<file path="src/rtl/alu_arbiter_if.sv">
// Bundle of requester, shared-ALU and response signals for alu_arbiter.
// The arbiter takes the slave view; requesters, ALU and consumer take the master view.
interface alu_arbiter_if;
    logic        req0_valid_i;
    logic        req0_ready_o;
    logic [2:0]  req0_op_i;
    logic [31:0] req0_a_i;
    logic [31:0] req0_b_i;
    logic        req1_valid_i;
    logic        req1_ready_o;
    logic [2:0]  req1_op_i;
    logic [31:0] req1_a_i;
    logic [31:0] req1_b_i;
    logic [31:0] alu_data1_o;
    logic [31:0] alu_data2_o;
    logic [2:0]  alu_ctrl_o;
    logic [31:0] alu_data_i;
    logic        alu_zero_i;
    logic        rsp_valid_o;
    logic        rsp_ready_i;
    logic        rsp_id_o;
    logic [31:0] rsp_data_o;
    logic        rsp_zero_o;
    logic        busy_o;

    modport slave (
        input  req0_valid_i, req0_op_i, req0_a_i, req0_b_i,
        input  req1_valid_i, req1_op_i, req1_a_i, req1_b_i,
        input  alu_data_i, alu_zero_i, rsp_ready_i,
        output req0_ready_o, req1_ready_o,
        output alu_data1_o, alu_data2_o, alu_ctrl_o,
        output rsp_valid_o, rsp_id_o, rsp_data_o, rsp_zero_o, busy_o
    );

    modport master (
        output req0_valid_i, req0_op_i, req0_a_i, req0_b_i,
        output req1_valid_i, req1_op_i, req1_a_i, req1_b_i,
        output alu_data_i, alu_zero_i, rsp_ready_i,
        input  req0_ready_o, req1_ready_o,
        input  alu_data1_o, alu_data2_o, alu_ctrl_o,
        input  rsp_valid_o, rsp_id_o, rsp_data_o, rsp_zero_o, busy_o
    );
endinterface

</file>
<file path="src/rtl/alu_arbiter.sv">
// Two-requester round-robin front end for a shared combinational ALU.
// One operation in flight: IDLE grants, EXEC waits the ALU latency, RESP holds the result.
module alu_arbiter #(
    parameter int unsigned MUL_LAT = 3
) (
    input  logic          clk_i,
    input  logic          rst_i,
    alu_arbiter_if.slave  bus_s
);

    localparam logic [2:0] OP_MUL = 3'b110;

    typedef enum logic [1:0] {
        IDLE = 2'd0,
        EXEC = 2'd1,
        RESP = 2'd2
    } state_e;

    state_e      state_q;
    logic [3:0]  cnt_q;
    logic        ptr_q;
    logic [2:0]  ctrl_q;
    logic [31:0] data1_q;
    logic [31:0] data2_q;
    logic        id_q;
    logic        rsp_valid_q;
    logic [31:0] rsp_data_q;
    logic        rsp_zero_q;
    logic        busy_q;

    logic        gnt0;
    logic        gnt1;
    logic [2:0]  sel_op;
    logic [31:0] sel_a;
    logic [31:0] sel_b;
    logic [3:0]  cnt_load_d;

    // ptr_q names the requester that wins the next tie (0 after reset).
    always_comb begin
        gnt0   = 1'b0;
        gnt1   = 1'b0;
        sel_op = bus_s.req0_op_i;
        sel_a  = bus_s.req0_a_i;
        sel_b  = bus_s.req0_b_i;
        if (state_q == IDLE && !rst_i) begin
            if (bus_s.req0_valid_i && (!bus_s.req1_valid_i || !ptr_q)) begin
                gnt0 = 1'b1;
            end else if (bus_s.req1_valid_i) begin
                gnt1 = 1'b1;
            end
        end
        if (gnt1) begin
            sel_op = bus_s.req1_op_i;
            sel_a  = bus_s.req1_a_i;
            sel_b  = bus_s.req1_b_i;
        end
        cnt_load_d = (sel_op == OP_MUL) ? 4'(MUL_LAT - 1) : 4'd0;
    end

    always_ff @(posedge clk_i) begin
        if (rst_i) begin
            state_q     <= IDLE;
            cnt_q       <= 4'd0;
            ptr_q       <= 1'b0;
            ctrl_q      <= 3'b000;
            data1_q     <= 32'd0;
            data2_q     <= 32'd0;
            id_q        <= 1'b0;
            rsp_valid_q <= 1'b0;
            rsp_data_q  <= 32'd0;
            rsp_zero_q  <= 1'b0;
            busy_q      <= 1'b0;
        end else begin
            case (state_q)
                IDLE: begin
                    if (gnt0 || gnt1) begin
                        ctrl_q  <= sel_op;
                        data1_q <= sel_a;
                        data2_q <= sel_b;
                        id_q    <= gnt1;
                        ptr_q   <= gnt0;
                        cnt_q   <= cnt_load_d;
                        busy_q  <= 1'b1;
                        state_q <= EXEC;
                    end
                end
                EXEC: begin
                    if (cnt_q == 4'd0) begin
                        rsp_data_q  <= bus_s.alu_data_i;
                        rsp_zero_q  <= bus_s.alu_zero_i;
                        rsp_valid_q <= 1'b1;
                        state_q     <= RESP;
                    end else begin
                        cnt_q <= cnt_q - 4'd1;
                    end
                end
                RESP: begin
                    if (bus_s.rsp_ready_i) begin
                        rsp_valid_q <= 1'b0;
                        busy_q      <= 1'b0;
                        state_q     <= IDLE;
                    end
                end
                default: begin
                    state_q <= IDLE;
                end
            endcase
        end
    end

    assign bus_s.req0_ready_o = gnt0;
    assign bus_s.req1_ready_o = gnt1;
    assign bus_s.alu_data1_o  = data1_q;
    assign bus_s.alu_data2_o  = data2_q;
    assign bus_s.alu_ctrl_o   = ctrl_q;
    assign bus_s.rsp_valid_o  = rsp_valid_q;
    assign bus_s.rsp_id_o     = id_q;
    assign bus_s.rsp_data_o   = rsp_data_q;
    assign bus_s.rsp_zero_o   = rsp_zero_q;
    assign bus_s.busy_o       = busy_q;

endmodule
</file>
<file path="src/flat_wrapper.sv">
// flat-port wrapper written by rule: the top's interface ports become plain ports
module alu_arbiter_flat 
#(
    parameter int unsigned MUL_LAT = 3
)
  (clk_i, rst_i, bus_s_req0_valid_i, bus_s_req0_op_i, bus_s_req0_a_i, bus_s_req0_b_i, bus_s_req1_valid_i, bus_s_req1_op_i, bus_s_req1_a_i, bus_s_req1_b_i, bus_s_alu_data_i, bus_s_alu_zero_i, bus_s_rsp_ready_i, bus_s_req0_ready_o, bus_s_req1_ready_o, bus_s_alu_data1_o, bus_s_alu_data2_o, bus_s_alu_ctrl_o, bus_s_rsp_valid_o, bus_s_rsp_id_o, bus_s_rsp_data_o, bus_s_rsp_zero_o, bus_s_busy_o);
  alu_arbiter_if bus_s_i ();
  input  logic clk_i;
  input  logic rst_i;
  input wire logic [$bits(bus_s_i.req0_valid_i)-1:0] bus_s_req0_valid_i;
  input wire logic [$bits(bus_s_i.req0_op_i)-1:0] bus_s_req0_op_i;
  input wire logic [$bits(bus_s_i.req0_a_i)-1:0] bus_s_req0_a_i;
  input wire logic [$bits(bus_s_i.req0_b_i)-1:0] bus_s_req0_b_i;
  input wire logic [$bits(bus_s_i.req1_valid_i)-1:0] bus_s_req1_valid_i;
  input wire logic [$bits(bus_s_i.req1_op_i)-1:0] bus_s_req1_op_i;
  input wire logic [$bits(bus_s_i.req1_a_i)-1:0] bus_s_req1_a_i;
  input wire logic [$bits(bus_s_i.req1_b_i)-1:0] bus_s_req1_b_i;
  input wire logic [$bits(bus_s_i.alu_data_i)-1:0] bus_s_alu_data_i;
  input wire logic [$bits(bus_s_i.alu_zero_i)-1:0] bus_s_alu_zero_i;
  input wire logic [$bits(bus_s_i.rsp_ready_i)-1:0] bus_s_rsp_ready_i;
  output wire logic [$bits(bus_s_i.req0_ready_o)-1:0] bus_s_req0_ready_o;
  output wire logic [$bits(bus_s_i.req1_ready_o)-1:0] bus_s_req1_ready_o;
  output wire logic [$bits(bus_s_i.alu_data1_o)-1:0] bus_s_alu_data1_o;
  output wire logic [$bits(bus_s_i.alu_data2_o)-1:0] bus_s_alu_data2_o;
  output wire logic [$bits(bus_s_i.alu_ctrl_o)-1:0] bus_s_alu_ctrl_o;
  output wire logic [$bits(bus_s_i.rsp_valid_o)-1:0] bus_s_rsp_valid_o;
  output wire logic [$bits(bus_s_i.rsp_id_o)-1:0] bus_s_rsp_id_o;
  output wire logic [$bits(bus_s_i.rsp_data_o)-1:0] bus_s_rsp_data_o;
  output wire logic [$bits(bus_s_i.rsp_zero_o)-1:0] bus_s_rsp_zero_o;
  output wire logic [$bits(bus_s_i.busy_o)-1:0] bus_s_busy_o;
  assign bus_s_i.req0_valid_i = bus_s_req0_valid_i;
  assign bus_s_i.req0_op_i = bus_s_req0_op_i;
  assign bus_s_i.req0_a_i = bus_s_req0_a_i;
  assign bus_s_i.req0_b_i = bus_s_req0_b_i;
  assign bus_s_i.req1_valid_i = bus_s_req1_valid_i;
  assign bus_s_i.req1_op_i = bus_s_req1_op_i;
  assign bus_s_i.req1_a_i = bus_s_req1_a_i;
  assign bus_s_i.req1_b_i = bus_s_req1_b_i;
  assign bus_s_i.alu_data_i = bus_s_alu_data_i;
  assign bus_s_i.alu_zero_i = bus_s_alu_zero_i;
  assign bus_s_i.rsp_ready_i = bus_s_rsp_ready_i;
  assign bus_s_req0_ready_o = bus_s_i.req0_ready_o;
  assign bus_s_req1_ready_o = bus_s_i.req1_ready_o;
  assign bus_s_alu_data1_o = bus_s_i.alu_data1_o;
  assign bus_s_alu_data2_o = bus_s_i.alu_data2_o;
  assign bus_s_alu_ctrl_o = bus_s_i.alu_ctrl_o;
  assign bus_s_rsp_valid_o = bus_s_i.rsp_valid_o;
  assign bus_s_rsp_id_o = bus_s_i.rsp_id_o;
  assign bus_s_rsp_data_o = bus_s_i.rsp_data_o;
  assign bus_s_rsp_zero_o = bus_s_i.rsp_zero_o;
  assign bus_s_busy_o = bus_s_i.busy_o;
  alu_arbiter #(.MUL_LAT(MUL_LAT)) u_core (.clk_i(clk_i), .rst_i(rst_i), .bus_s(bus_s_i));
endmodule
</file>
<file path="config.mk">
export PLATFORM = sky130hd
export DESIGN_NAME = alu_arbiter_flat
export DESIGN_NICKNAME = d
export VERILOG_FILES = /design/src/rtl/alu_arbiter_if.sv /design/src/rtl/alu_arbiter.sv /design/src/flat_wrapper.sv
export SDC_FILE = /design/constraint.sdc
export NUM_CORES = 1
export LEC_CHECK = 0
export CORE_MARGIN = 1.5
export CORE_UTILIZATION = 39
export DETAILED_ROUTE_END_ITERATION = 12
export PLACE_DENSITY = 0.86
export SLEW_MARGIN = 20
export SYNTH_ARGS = -nofsm -noshare
export SYNTH_HDL_FRONTEND = slang
export SYNTH_SLANG_ARGS = --single-unit
</file>
<file path="constraint.sdc">
create_clock -name clk_i -period 1.9 [get_ports clk_i]
set_input_delay 0.285 -clock clk_i [delete_from_list [all_inputs] [get_ports clk_i]]
set_output_delay 0.285 -clock clk_i [all_outputs]
set_load 0.02 [all_outputs]
</file>
==> impl_results.md, run 1 <==
- Largest delay share family, worst path: simple AND/OR/NAND/NOR gates
- Yosys cell types: 39
- Die Ht: 117 um
- Dominant cells by area after synthesis: dfxtp_1 (44%), a311oi_2 (17%), nand2_1 (13%)
- CTS tree: built
- Final Hold Viols: 0
- Hold Crit Class: reg -> reg
- Synthesized instance count: 570
- Antenna violations before repair: 0
- Maximum VDD drop: 0.432 mV
- Cells along the critical path: nor3_4, buf_4, and2_4, buf_4, nor2_1, a311oi_2
- Crit. End Element: register
- Flop2flop setup slack: 0.21 ns
- Final count of pins violating max slew: 0
- Outcome: finished, final reports clean
- # clock sinks: 110
- Fin cells: 1007
- P&R area growth vs syn: 63.8%
- Bufs and invs on worst path: 2
- Wl on met1: 6160 um
- Static leakage: 2.99 nW
- Die W: 117 um
- I/O Pins: 277
- Largest net degree at the start of global routing: 109
- Site Rows: 41
- Worst Skew: 0.00940 ns
- Avg Cell Area, Syn: 8.82 um^2
- Clk buf depth: 2
- RSZ-0062 raised after global routing: no
- Final net count: 1004
- Most common flop cell mapped by yosys: dfxtp_1
- Top cells by count, synth: nand2_1 (170), dfxtp_1 (110), nor2_1 (70), a311oi_2 (57), a21oi_1 (38)
- Post-CTS Setup Bufs: 0
- Slew @ Worst Pin: 0.644 ns
- Final core occ: 0.652
- Hold wc startpoint: u_core.bus_s.rsp_id_o
- First-pass GRT wire length: 22500 um
- Power per cell area: 799 mW/mm^2
- Syn_nets: 744
- Fin crit share: 0.889
- Reg2reg start: u_core.state_q[0]
- Cell count after placement: 991
- Met3 Routed Length: 1030 um
- Hold Slack: 0.447 ns
- Biggest area consumer among synthesized cells: dfxtp_1
- Remaining routing DRC violations: 0
- CP Max Fanout: 18
- Min Tclk post-route: 1.69 ns
- H-tree levels: 3
- Core area: 0.0126 mm^2
- Vias in the first global route: 4472
- Remaining antenna violation count: 0
- First drt pass iteration count: 4
- Num CTS Buffers: 9
- WL final: 15000 um
- GRT Util Overall: 0.213
- Initial core utilization: 0.398
- Post-synth EDFFs: 0
- Number of port buffers: 276
- Synthesized flop and latch total: 110
- Max-cap violations: 0
- GPL Wtd Cong: 0.774
- Post-Syn Area: 0.00503 mm^2
- Hold depth: 2
- Worst Hold Path EP: u_core.bus_s.rsp_id_o
- Yosys top cell area share: 0.438
- Crit path DAT: 1.95 ns
- Via/cell ratio: 4.87
- HPWL after DPL: 10900 um
- Root Driver: clkbuf_16
- Seq/Total Area, Yosys: 0.438
- Layout cells sized above 1: 0.159
- DR top layer: met4
- Tot Pwr: 6.57 mW
- Most numerous cell in the Yosys netlist: nand2_1
- # setup viols final: 0
- Met2 WL: 7360 um
- Fmax: 0.592 GHz
- Slew HR: 0.571
- Most used cell along the critical path: buf_4
- Antenna cell count: 0
- Ys Warns: 0
- Delay of the slowest critical-path stage: 0.36 ns
- Routed vias: 4901
- Clock transition at path regs: 0.08 ns
- Grt ovf: 0
- Startpoint Class: register
- Drt initial violations: 285
- DR WL/cell: 14.9 um
- FF-to-FF path depth: 6
- Die Area: 0.0136 mm^2
- Hold_buf cts: 0
- Async SR Flop Fraction: 0
- Slowest cell on crit path: dfxtp_1
- WP data required: 2.16 ns
- Worst-Skew Late Latency: 0.35 ns
- Reg2reg end: u_core.bus_s.alu_data1_o[6]
- Crit Path Category: reg -> reg
-- worst max path at each step --
stage / start / endpoint / slack [ns] / cells after the start
after global placement: bus_s_req1_valid_i / bus_s_req0_ready_o / -0.06 / 4
after global routing: u_core.state_q[0] / u_core.bus_s.alu_data2_o[16] / 0.02 / 7
after detailed placement: bus_s_req1_valid_i / bus_s_req0_ready_o / -0.07 / 4
final: u_core.state_q[0] / u_core.bus_s.alu_data1_o[6] / 0.21 / 6
after floorplan: u_core.cnt_q[0] / u_core.bus_s.rsp_data_o[19] / 0.41 / 7
after CTS: u_core.state_q[1] / bus_s_req0_ready_o / 0.005 / 3
-- layout make-up --
| type | count | area, um^2 |
|---|---|---|
| Clock buffer | 9 | 225 |
| Clock inverter | 7 | 61.3 |
| Fill cell | 1043 | 4390 |
| Inverter | 6 | 22.5 |
| Multi-Input combinational cell | 407 | 2490 |
| Sequential cell | 110 | 2200 |
| Tap cell | 172 | 215 |
| Timing Repair Buffer | 296 | 3010 |
-- metrics by stage --
step / setup WS [ns] / TNS (ns) / area (um^2)
after global routing: 0.0238 / 0 / 8230
after global placement: -0.0602 / -0.185 / 7950
final: 0.211 / 0 / 8230
after floorplan: 0.407 / 0 / 5030
after detailed placement: -0.0704 / -1.39 / 7950
after CTS: 0.00486 / 0 / 8240
-- placed cells by master (no fill, tap or decap), types with 2 or more instances in the layout --
cell and n:
mux2i_1 4, a211oi_1 3, ha_1 2, nand2_2 30, a311oi_1 8, clkinvlp_4 2, buf_4 12, buf_12 9
clkbuf_16 9, nand2_1 170, nor2_1 70, dfxtp_1 110, clkbuf_2 2, inv_6 4, nand2b_1 3, inv_1 5
clkdlybuf4s50_1 273, a311oi_2 57, nand3b_1 2, a21oi_1 38
-- worst register-to-register path: stages, from the launching register on --
cell      delay (ns)
dfxtp_1         0.36
nor3_4          0.27
buf_4           0.17
and2_4          0.19
buf_4           0.26
nor2_1          0.09
a311oi_2        0.25
-- layer usage --
metal  up-vias  GRT usage
met5         -          0
met4         0     0.0943
met3        28     0.0509
met2       179      0.362
met1      2237      0.258
li1       2457          -
-- registers in the layout (all words and copies together), names as in the netlist, 2 cells and up --
| name | flops |
|---|---|
| u_core.bus_s.rsp_data_o | 32 |
| u_core.cnt_q | 4 |
| u_core.bus_s.alu_ctrl_o | 3 |
| u_core.bus_s.alu_data2_o | 32 |
| u_core.state_q | 2 |
| u_core.bus_s.alu_data1_o | 32 |
-- cell families after synthesis --
kind of cell | after synthesis | synth area share
buf+inv | 53 | 0.0667
compound gates | 113 | 0.237
simple gates | 288 | 0.245
flops | 110 | 0.438
fa+ha+maj | 2 | 0.00498
mux | 4 | 0.00797
-- where the power goes --
part | leakage, nW | internal [mW] | switching (mW)
sequential | 0.904 | 2.54 | 0.124
clock | 0.135 | 0.920 | 0.931
combinational | 1.95 | 1.05 | 1.01
total | 2.99 | 4.51 | 2.07
-- timing repair --
item / in CTS / in global routing
pin swaps: 0 / 1
gates resized for setup: 2 / 4
endpoints found under the setup margin: 2 / 2
Power figures use the tool's default switching activity.
==> run 2, diff against run 1 <==
--- a/config.mk
+++ b/config.mk
@@ -6,9 +6,10 @@
 export NUM_CORES = 1
 export LEC_CHECK = 0
 export CORE_MARGIN = 1.5
-export CORE_UTILIZATION = 39
+export CORE_UTILIZATION = 40
+export CTS_BUF_LIST = sky130_fd_sc_hd__clkbuf_8
 export DETAILED_ROUTE_END_ITERATION = 12
-export PLACE_DENSITY = 0.86
+export PLACE_DENSITY = 0.88
 export SLEW_MARGIN = 20
 export SYNTH_ARGS = -nofsm -noshare
 export SYNTH_HDL_FRONTEND = slang
==> impl_results.md, run 2 (synthesized netlist as in run 1, its figures left out) <==
- Outcome: finished, final reports clean
- Slew @ Worst Pin: 0.654 ns (+0.0104 ns)
- WL final: 15100 um (+0.73%)
- Min Tclk post-route: 1.81 ns (+0.121 ns)
- I/O Pins: 277 (unchanged)
- Fin cells: 1012 (+0.50%)
- Power per cell area: 755 mW/mm^2 (-5.5%)
- Fmax: 0.552 GHz (-6.7%)
- Antenna violations before repair: 1 (+1)
- Final Cell Area: 0.00824 mm^2 (about the same)
- Drt initial violations: 248 (-13%)
- Setup TNS: 0 ns (unchanged)
- First drt pass iteration count: 4 (unchanged)
- Crit path DAT: 1.53 ns (-0.42 ns)
- Via/cell ratio: 4.91 (+0.93%)
- Worst Setup Slack post-DPL: -0.142 ns (-0.0712 ns)
- Fillers: 999 (-4.2%)
- Root Driver: clkbuf_8
- CTS tree: built
- First-pass GRT wire length: 23200 um (+3.0%)
- DR WL/cell: 14.9 um (+0.23%)
- Worst Setup SP: u_core.state_q[1]
- Number of port buffers: 276 (unchanged)
- Remaining routing DRC violations: 0 (unchanged)
- Hold Crit Class: in -> reg
- M1 GR Usage: 0.258 (+0.000737)
- # clock sinks: 110 (unchanged)
- Die W: 115 um (-1.2%)
- Commonest non-fill, non-tap cell in the layout: clkdlybuf4s50_1
- Slew HR: 0.564 (-0.00694)
- Largest net degree at the start of global routing: 109 (unchanged)
- Cell count after placement: 993 (+0.20%)
- Met3 Use GR: 0.0559 (+0.00502)
- Startpoint Class: register
- Num CTS Buffers: 9 (unchanged)
- GRT Util Overall: 0.224 (+0.0105)
- Setup WS post-layout: 0.0896 ns (-0.121 ns)
- WP data required: 1.62 ns (-0.54 ns)
- Die Ht: 115 um (-1.2%)
- Vias in the first global route: 4829 (+8.0%)
- Layout cells sized above 1: 0.167 (+0.00798)
- Site Rows: 40 (-2.4%)
- Worst Skew: 0.00855 ns (-0.000853 ns)
- Hold depth: 3 (+1)
- Hold wc startpoint: bus_s_alu_data_i[7]
- H-tree levels: 3 (unchanged)
- Final Hold Viols: 0 (unchanged)
- Commonest non-fill, non-tap cells in the layout: clkdlybuf4s50_1 (273), nand2_1 (170), dfxtp_1 (109)
- Maximum VDD drop: 0.346 mV (-20%)
- Core area: 0.0121 mm^2 (-4.0%)
- Placed instance area: 0.00802 mm^2 (+0.82%)
- Worst-Skew Late Latency: 0.39 ns (+0.04 ns)
- Clk buf depth: 2 (unchanged)
- Static leakage: 3.01 nW (+0.78%)
- Remaining antenna violation count: 0 (unchanged)
- Final count of pins violating max slew: 0 (unchanged)
- FF-to-FF path depth: 7 (+1)
- Die Area: 0.0132 mm^2 (-2.4%)
- Max-cap violations: 0 (unchanged)
- Hold_buf cts: 0 (unchanged)
- Routed vias: 4971 (+1.4%)
- RSZ-0062 raised after global routing: no
- GPL Wtd Cong: 0.778 (+0.56%)
- Crit. End Element: primary output
- CP Max Fanout: 3 (-15)
- Reg2reg start: u_core.state_q[1]
- Gr busiest metal: met2
- Initial core utilization: 0.415 (+0.0167)
- HPWL after DPL: 11000 um (+0.85%)
- Met2 Track Usage GR: 0.381 (+0.0194)
- Final net count: 1012 (+0.80%)
- Fin crit share: 0.953 (+0.0639)
- Grt ovf: 0 (unchanged)
- P&R area growth vs syn: 63.9% (about the same)
- Crit Path Category: reg -> out
- Clock transition at path regs: 0.11 ns (+0.03 ns)
- # setup viols final: 0 (unchanged)
-- run 2: layout make-up --
cell class              count  area (um^2)  share of cell area
repair buffers            304         3110               0.377
multi-input cells         407         2490               0.302
flip-flops and latches    110         2200               0.268
well taps                 168          210              0.0255
clock buffers               9          124              0.0150
clock inverters             7         73.8             0.00896
inverters                   6         22.5             0.00273
diodes                      1         2.50            0.000304
-- run 2: metrics by stage --
stage	util	hold slack (ns)	power, mW
3_3_place_gp	0.662	0.435	4.77
6_report	0.680	0.428	6.22
5_1_grt	0.680	0.412	6.54
4_1_cts	0.679	0.403	6.28
3_5_place_dp	0.662	0.436	4.82
2_1_floorplan	-	0.421	3.81
-- run 2: final timing paths --
check	end	slack [ns]
max	bus_s_req0_ready_o	0.09
min	u_core.bus_s.rsp_data_o[7]	0.43
max reg2reg	u_core.bus_s.alu_data1_o[18]	0.15
min reg2reg	u_core.bus_s.rsp_id_o	0.45
-- run 2: report_power, final --
part           total (mW)  switching, mW  internal, mW
Sequential           2.66          0.120          2.54
Combinational        2.11           1.03          1.08
Clock                1.45          0.832         0.618
Total                6.22           1.98          4.24
-- run 2: timing repair --
| action | CTS | global route |
|---|---|---|
| endpoints found under the hold margin | 0 | 0 |
| gates resized for setup | 4 | 5 |
| gates cloned | 0 | 0 |
| pin swaps | 1 | 1 |
| setup endpoints to repair | 2 | 12 |
| setup buffers | 1 | 1 |
-- run 2: worst max-delay path, stage by stage, from the launching register on --
cell      delay (ns)
dfxtp_2         0.35
nor3_4          0.27
buf_4           0.16
and3_1          0.18
clkbuf_2        0.18
-- run 2: metal layers --
| metal | part of all wire | wire length [um] |
|---|---|---|
| met3 | 0.062 | 935 |
| met1 | 0.41 | 6210 |
| met4 | 0.033 | 500 |
| met2 | 0.49 | 7420 |
| met5 | 0 | 0 |
==> RTL edit 1: new RTL, flow settings as in run 2 <==
Reset style: asynchronous (`rst_i`), changed in one clocked block.
--- a/src/rtl/alu_arbiter.sv
+++ b/src/rtl/alu_arbiter.sv
@@ -59,3 +59,3 @@
 
-    always_ff @(posedge clk_i) begin
+    always_ff @(posedge clk_i or posedge rst_i) begin
         if (rst_i) begin
Check against the original RTL: differs if rst_i is asserted again (counterexample within 4 cycles, from zero or initial values and one cycle with rst_i high); with rst_i held inactive, the same outputs for 10 cycles.
==> RTL edit 1 against run 2 <==
Worst setup slack worse by 16 ps; sequential cell count unchanged; design area down 2.4%; hold slack better by 40 ps; synthesized area down 4.1%; routed wire length down 5.4%; global-route usage up 0.068 points; critical endpoint is now bus_s_req1_ready_o.
Power is not compared: it rests on default switching activity, and its combinational part moved more than twofold at a synthesized area within 25%.
==> RTL edit 1: results (changes against run 2) <==
Clocking
  – Worst-Skew Late Latency: 370 ps (-20 ps)
  – Setup Buffers After CTS: 0 (-1)

Logic synthesis
  – Largest cells by area after synthesis: dfrtp_1 57%, mux2i_1 14%, mux2_2 7.7%
  – Adder and majority cell fraction of the synthesized area: 0.005193 (+0.0002146)
  – Post-Synth XOR/XNOR Area: 0.003635 (+0.003635)
  – Synth Area in Compound Gates: 0.08050 (-0.1570)
  – Syn_nets: 590 (-21%)
  – Commonest cells in the netlist: 110 x dfrtp_1, 73 x nor2_1, 70 x a21oi_1, 69 x mux2i_1, 33 x mux2_2
  – Yosys cell types: 25 (-36%)
  – Sequential share of the synthesized area: 0.5713 (+0.1331)

Worst setup path
  – Reg2reg path depth: 6 (-1)
  – Internal reg-to-reg setup slack: 80 ps (-70 ps)
  – Worst R2R End: u_core.cnt_q[0]
  – CP Capture Point: bus_s_req1_ready_o
  – Worst Setup SP: u_core.state_q[0]
  – Slowest-stage cell, CP: dfrtp_1
  – Worst r2r src: u_core.cnt_q[1]

Place
  – Placed instance area: 7804 um2 (-2.7%)
  – HPWL after DPL: 11060 um (+0.71%)

Detailed routing
  – Met2 wire len: 7474 um (+0.67%)
  – Vias/cell: 4.952 (+0.82%)
  – Post-Route WL: 14250 um (-5.4%)
  – Met3 routed WL: 1151 um (+23%)
  – Wl on met1: 5170 um (-17%)

Final layout
  – Share of post-route cells with drive strength above 1: 0.1049 (-0.06237)

Floorplan
  – CORE AREA: 11560 um2 (-4.5%)

Global route
  – Vias in the first global route: 4446 (-7.9%)
  – Initial antenna violation count: 0 (-1)
  – First-pass GRT wire length: 22320 um (-3.7%)
  – GR Layer Usage met1: 0.2438 (-0.01463)
  – GRT Resource Usage Total: 0.2246 (+0.0006787)
  – GR Util met3: 0.05838 (+0.002505)

Min path
  – Hold WC Path Type: in -> async

STA
  – Slew HR: 0.7626 (+0.1986)

Outcome
  – Outcome: finished clean
-- RTL edit 1: metrics by stage --
step	cells	power [uW]	hold WS [ps]	setup slack (ps)	TNS, ps
2_1_floorplan	416	7561	389.1	285.5	0
3_3_place_gp	823	10540	463.9	-269.1	-11470
3_5_place_dp	823	10840	474.1	-325.5	-14100
4_1_cts	839	12480	453.5	35.47	0
5_1_grt	839	13050	464.6	2.809	0
6_report	839	12360	467.7	73.62	0
-- RTL edit 1: final cells by class --
cell class	count	area, um2
clock buffers	12	165.2
clock inverters	4	68.82
fillers	829	3525
inverters	4	18.77
multi-input cells	276	1913
flip-flops and latches	110	2753
well taps	143	178.9
repair buffers	290	2943
-- RTL edit 1: power by group --
part | leakage, uW | internal, uW | total (uW) | switching [uW]
Combinational | 0.00230 | 3330 | 6620 | 3290
Clock | 0.000124 | 845 | 1620 | 771
Sequential | 0.00124 | 3500 | 4130 | 632
-- RTL edit 1: worst min-delay path, delay by kind of cell --
kind	cells	cell delay [ps]
buffers and inverters	3	940
==> RTL edit 2: new RTL, config.mk and constraints of run 2 <==
Made on the original files. Re-encode `state_e` (3 states) as one-hot, 3 bits wide.
--- a/src/rtl/alu_arbiter.sv
+++ b/src/rtl/alu_arbiter.sv
@@ -12,6 +12,6 @@
 
-    typedef enum logic [1:0] {
-        IDLE = 2'd0,
-        EXEC = 2'd1,
-        RESP = 2'd2
+    typedef enum logic [2:0] {
+        IDLE = 3'b001,
+        EXEC = 3'b010,
+        RESP = 3'b100
     } state_e;
Check against the original RTL: same outputs for any inputs over 10 cycles, from zero or initial values and one cycle with rst_i high; not proved beyond that.
==> RTL edit 2 against run 2 <==
Routed wire length shrank 2.2%; design area is 1.6% lower; synthesized area down 1.9%; die area down 1.8%; largest cell class unchanged; sequential cell count grew 1; worst setup slack improved by 37 ps; power is 1.2% higher; largest power group unchanged; final cell count decreased by 7.4%; critical path type unchanged.
==> RTL edit 2: results (changes against run 2) <==
STA
  – Fin Clk Skew: 6.975 ps (-1.572 ps)
  – Slew HR: 0.5307 (-0.03329)
  – Hold_ws: 332.6 ps (-95.62 ps)

Logic synthesis
  – Mapped Cells: 509 (-11%)
  – Largest cells by area after synthesis: dfxtp_1 45%, mux2i_1 14%, a211oi_2 11%
  – Sequential share of the synthesized area: 0.4506 (+0.01251)
  – Post-synth ARST share: 0 (unchanged)
  – Commonest cells in the netlist: 111 x dfxtp_1, 75 x nand2_1, 73 x nor2_1, 69 x mux2i_1, 42 x a211oi_2
  – Syn_nets: 683 (-8.2%)

Global route
  – GR peak layer: met2
  – Met2 GRT Util: 0.4052 (+0.02387)
  – GR Layer Usage met1: 0.2326 (-0.02583)
  – GR Util met3: 0.06642 (+0.01054)
  – Vias in the first global route: 4820 (-0.19%)
  – Initial antenna violation count: 0 (-1)
  – GRT Resource Usage Total: 0.2209 (-0.003054)
  – First-pass GRT wire length: 22680 um (-2.1%)

Detailed routing
  – Iter 0 DRT Violations: 193 (-22%)
  – Post-Route WL: 14740 um (-2.2%)
  – Via count: 4659 (-6.3%)

Worst setup path
  – CP arrival: 1490 ps (-40 ps)
  – Worst R2R End: u_core.bus_s.alu_data2_o[8]
  – Internal reg-to-reg setup slack: 130 ps (-20 ps)

Place
  – Dpl ws: -135.8 ps (+5.806 ps)
  – GPL Wtd Cong: 0.8267 (+6.3%)
  – HPWL after DPL: 11320 um (+3.0%)
  – Placed instance area: 7868 um2 (-1.9%)
  – DP Cell Count: 920 (-7.4%)

Clocking
  – Post-CTS resize count: 6 (+2)

Pwr
  – Pleak: 0.003293 uW (+9.2%)
  – Maximum VDD drop: 521.2 uV (+51%)

Final layout
  – Post-layout net count: 959 (-5.2%)
  – Antenna Cells: 0 (-1)
  – Share of post-route cells with drive strength above 1: 0.1266 (-0.04068)

Outcome
  – Outcome: finished clean

Min path
  – Hold path startpoint: rst_i
  – WHS Endpoint: u_core.bus_s.alu_ctrl_o[1]
RTL edit 2: cell types whose count changed in the layout (fill, tap and decap cells not counted), sizes merged, moves of 3 or more:
| cell | change |
|---|---|
| nor2 | +3 |
| mux2i | +65 |
| inv | -4 |
| nand2 | -125 |
| a311oi | -65 |
| o21ai | +3 |
| buf | +4 |
| a211oi | +64 |
RTL edit 2: cells by family after synthesis:
logic type | after synthesis | share of synthesized area
simple gates | 167 | 0.1421
compound gates | 114 | 0.1969
buf+inv | 46 | 0.06521
flops | 111 | 0.4506
mux | 69 | 0.1401
fa+ha+maj | 2 | 0.005074
RTL edit 2: report_power, final:
group	total [uW]	switching (uW)	internal, uW
clock	1610	801	812
sequential	2670	122	2550
combinational	2000	945	1060
total	6290	1870	4420
RTL edit 2: worst max path at each step:
stage / start / end / slack, ps
6_report: u_core.state_q[1] / bus_s_req0_ready_o / 130
5_1_grt: u_core.state_q[1] / u_core.bus_s.alu_data2_o[24] / 5
4_1_cts: u_core.state_q[1] / bus_s_req0_ready_o / 10
3_5_place_dp: bus_s_req0_valid_i / u_core.bus_s.alu_data1_o[20] / -140
3_3_place_gp: bus_s_req0_valid_i / u_core.bus_s.alu_data1_o[20] / -40
2_1_floorplan: u_core.cnt_q[0] / u_core.bus_s.rsp_data_o[28] / 280
RTL edit 2: final cells by class:
| cell class | instances | area [um2] |
|---|---|---|
| clock buffer | 11 | 151.4 |
| clock inverter | 5 | 80.08 |
| fill | 916 | 3908 |
| inverter | 5 | 18.77 |
| multi-input combinational | 352 | 2410 |
| sequential | 111 | 2222 |
| tap | 147 | 183.9 |
| timing repair buffer | 306 | 3038 |
RTL edit 2: per-layer routing:
layer,up-vias,share of wire
li1,2319,-
met1,2126,0.38
met2,186,0.51
met3,28,0.085
met4,0,0.024
met5,-,0
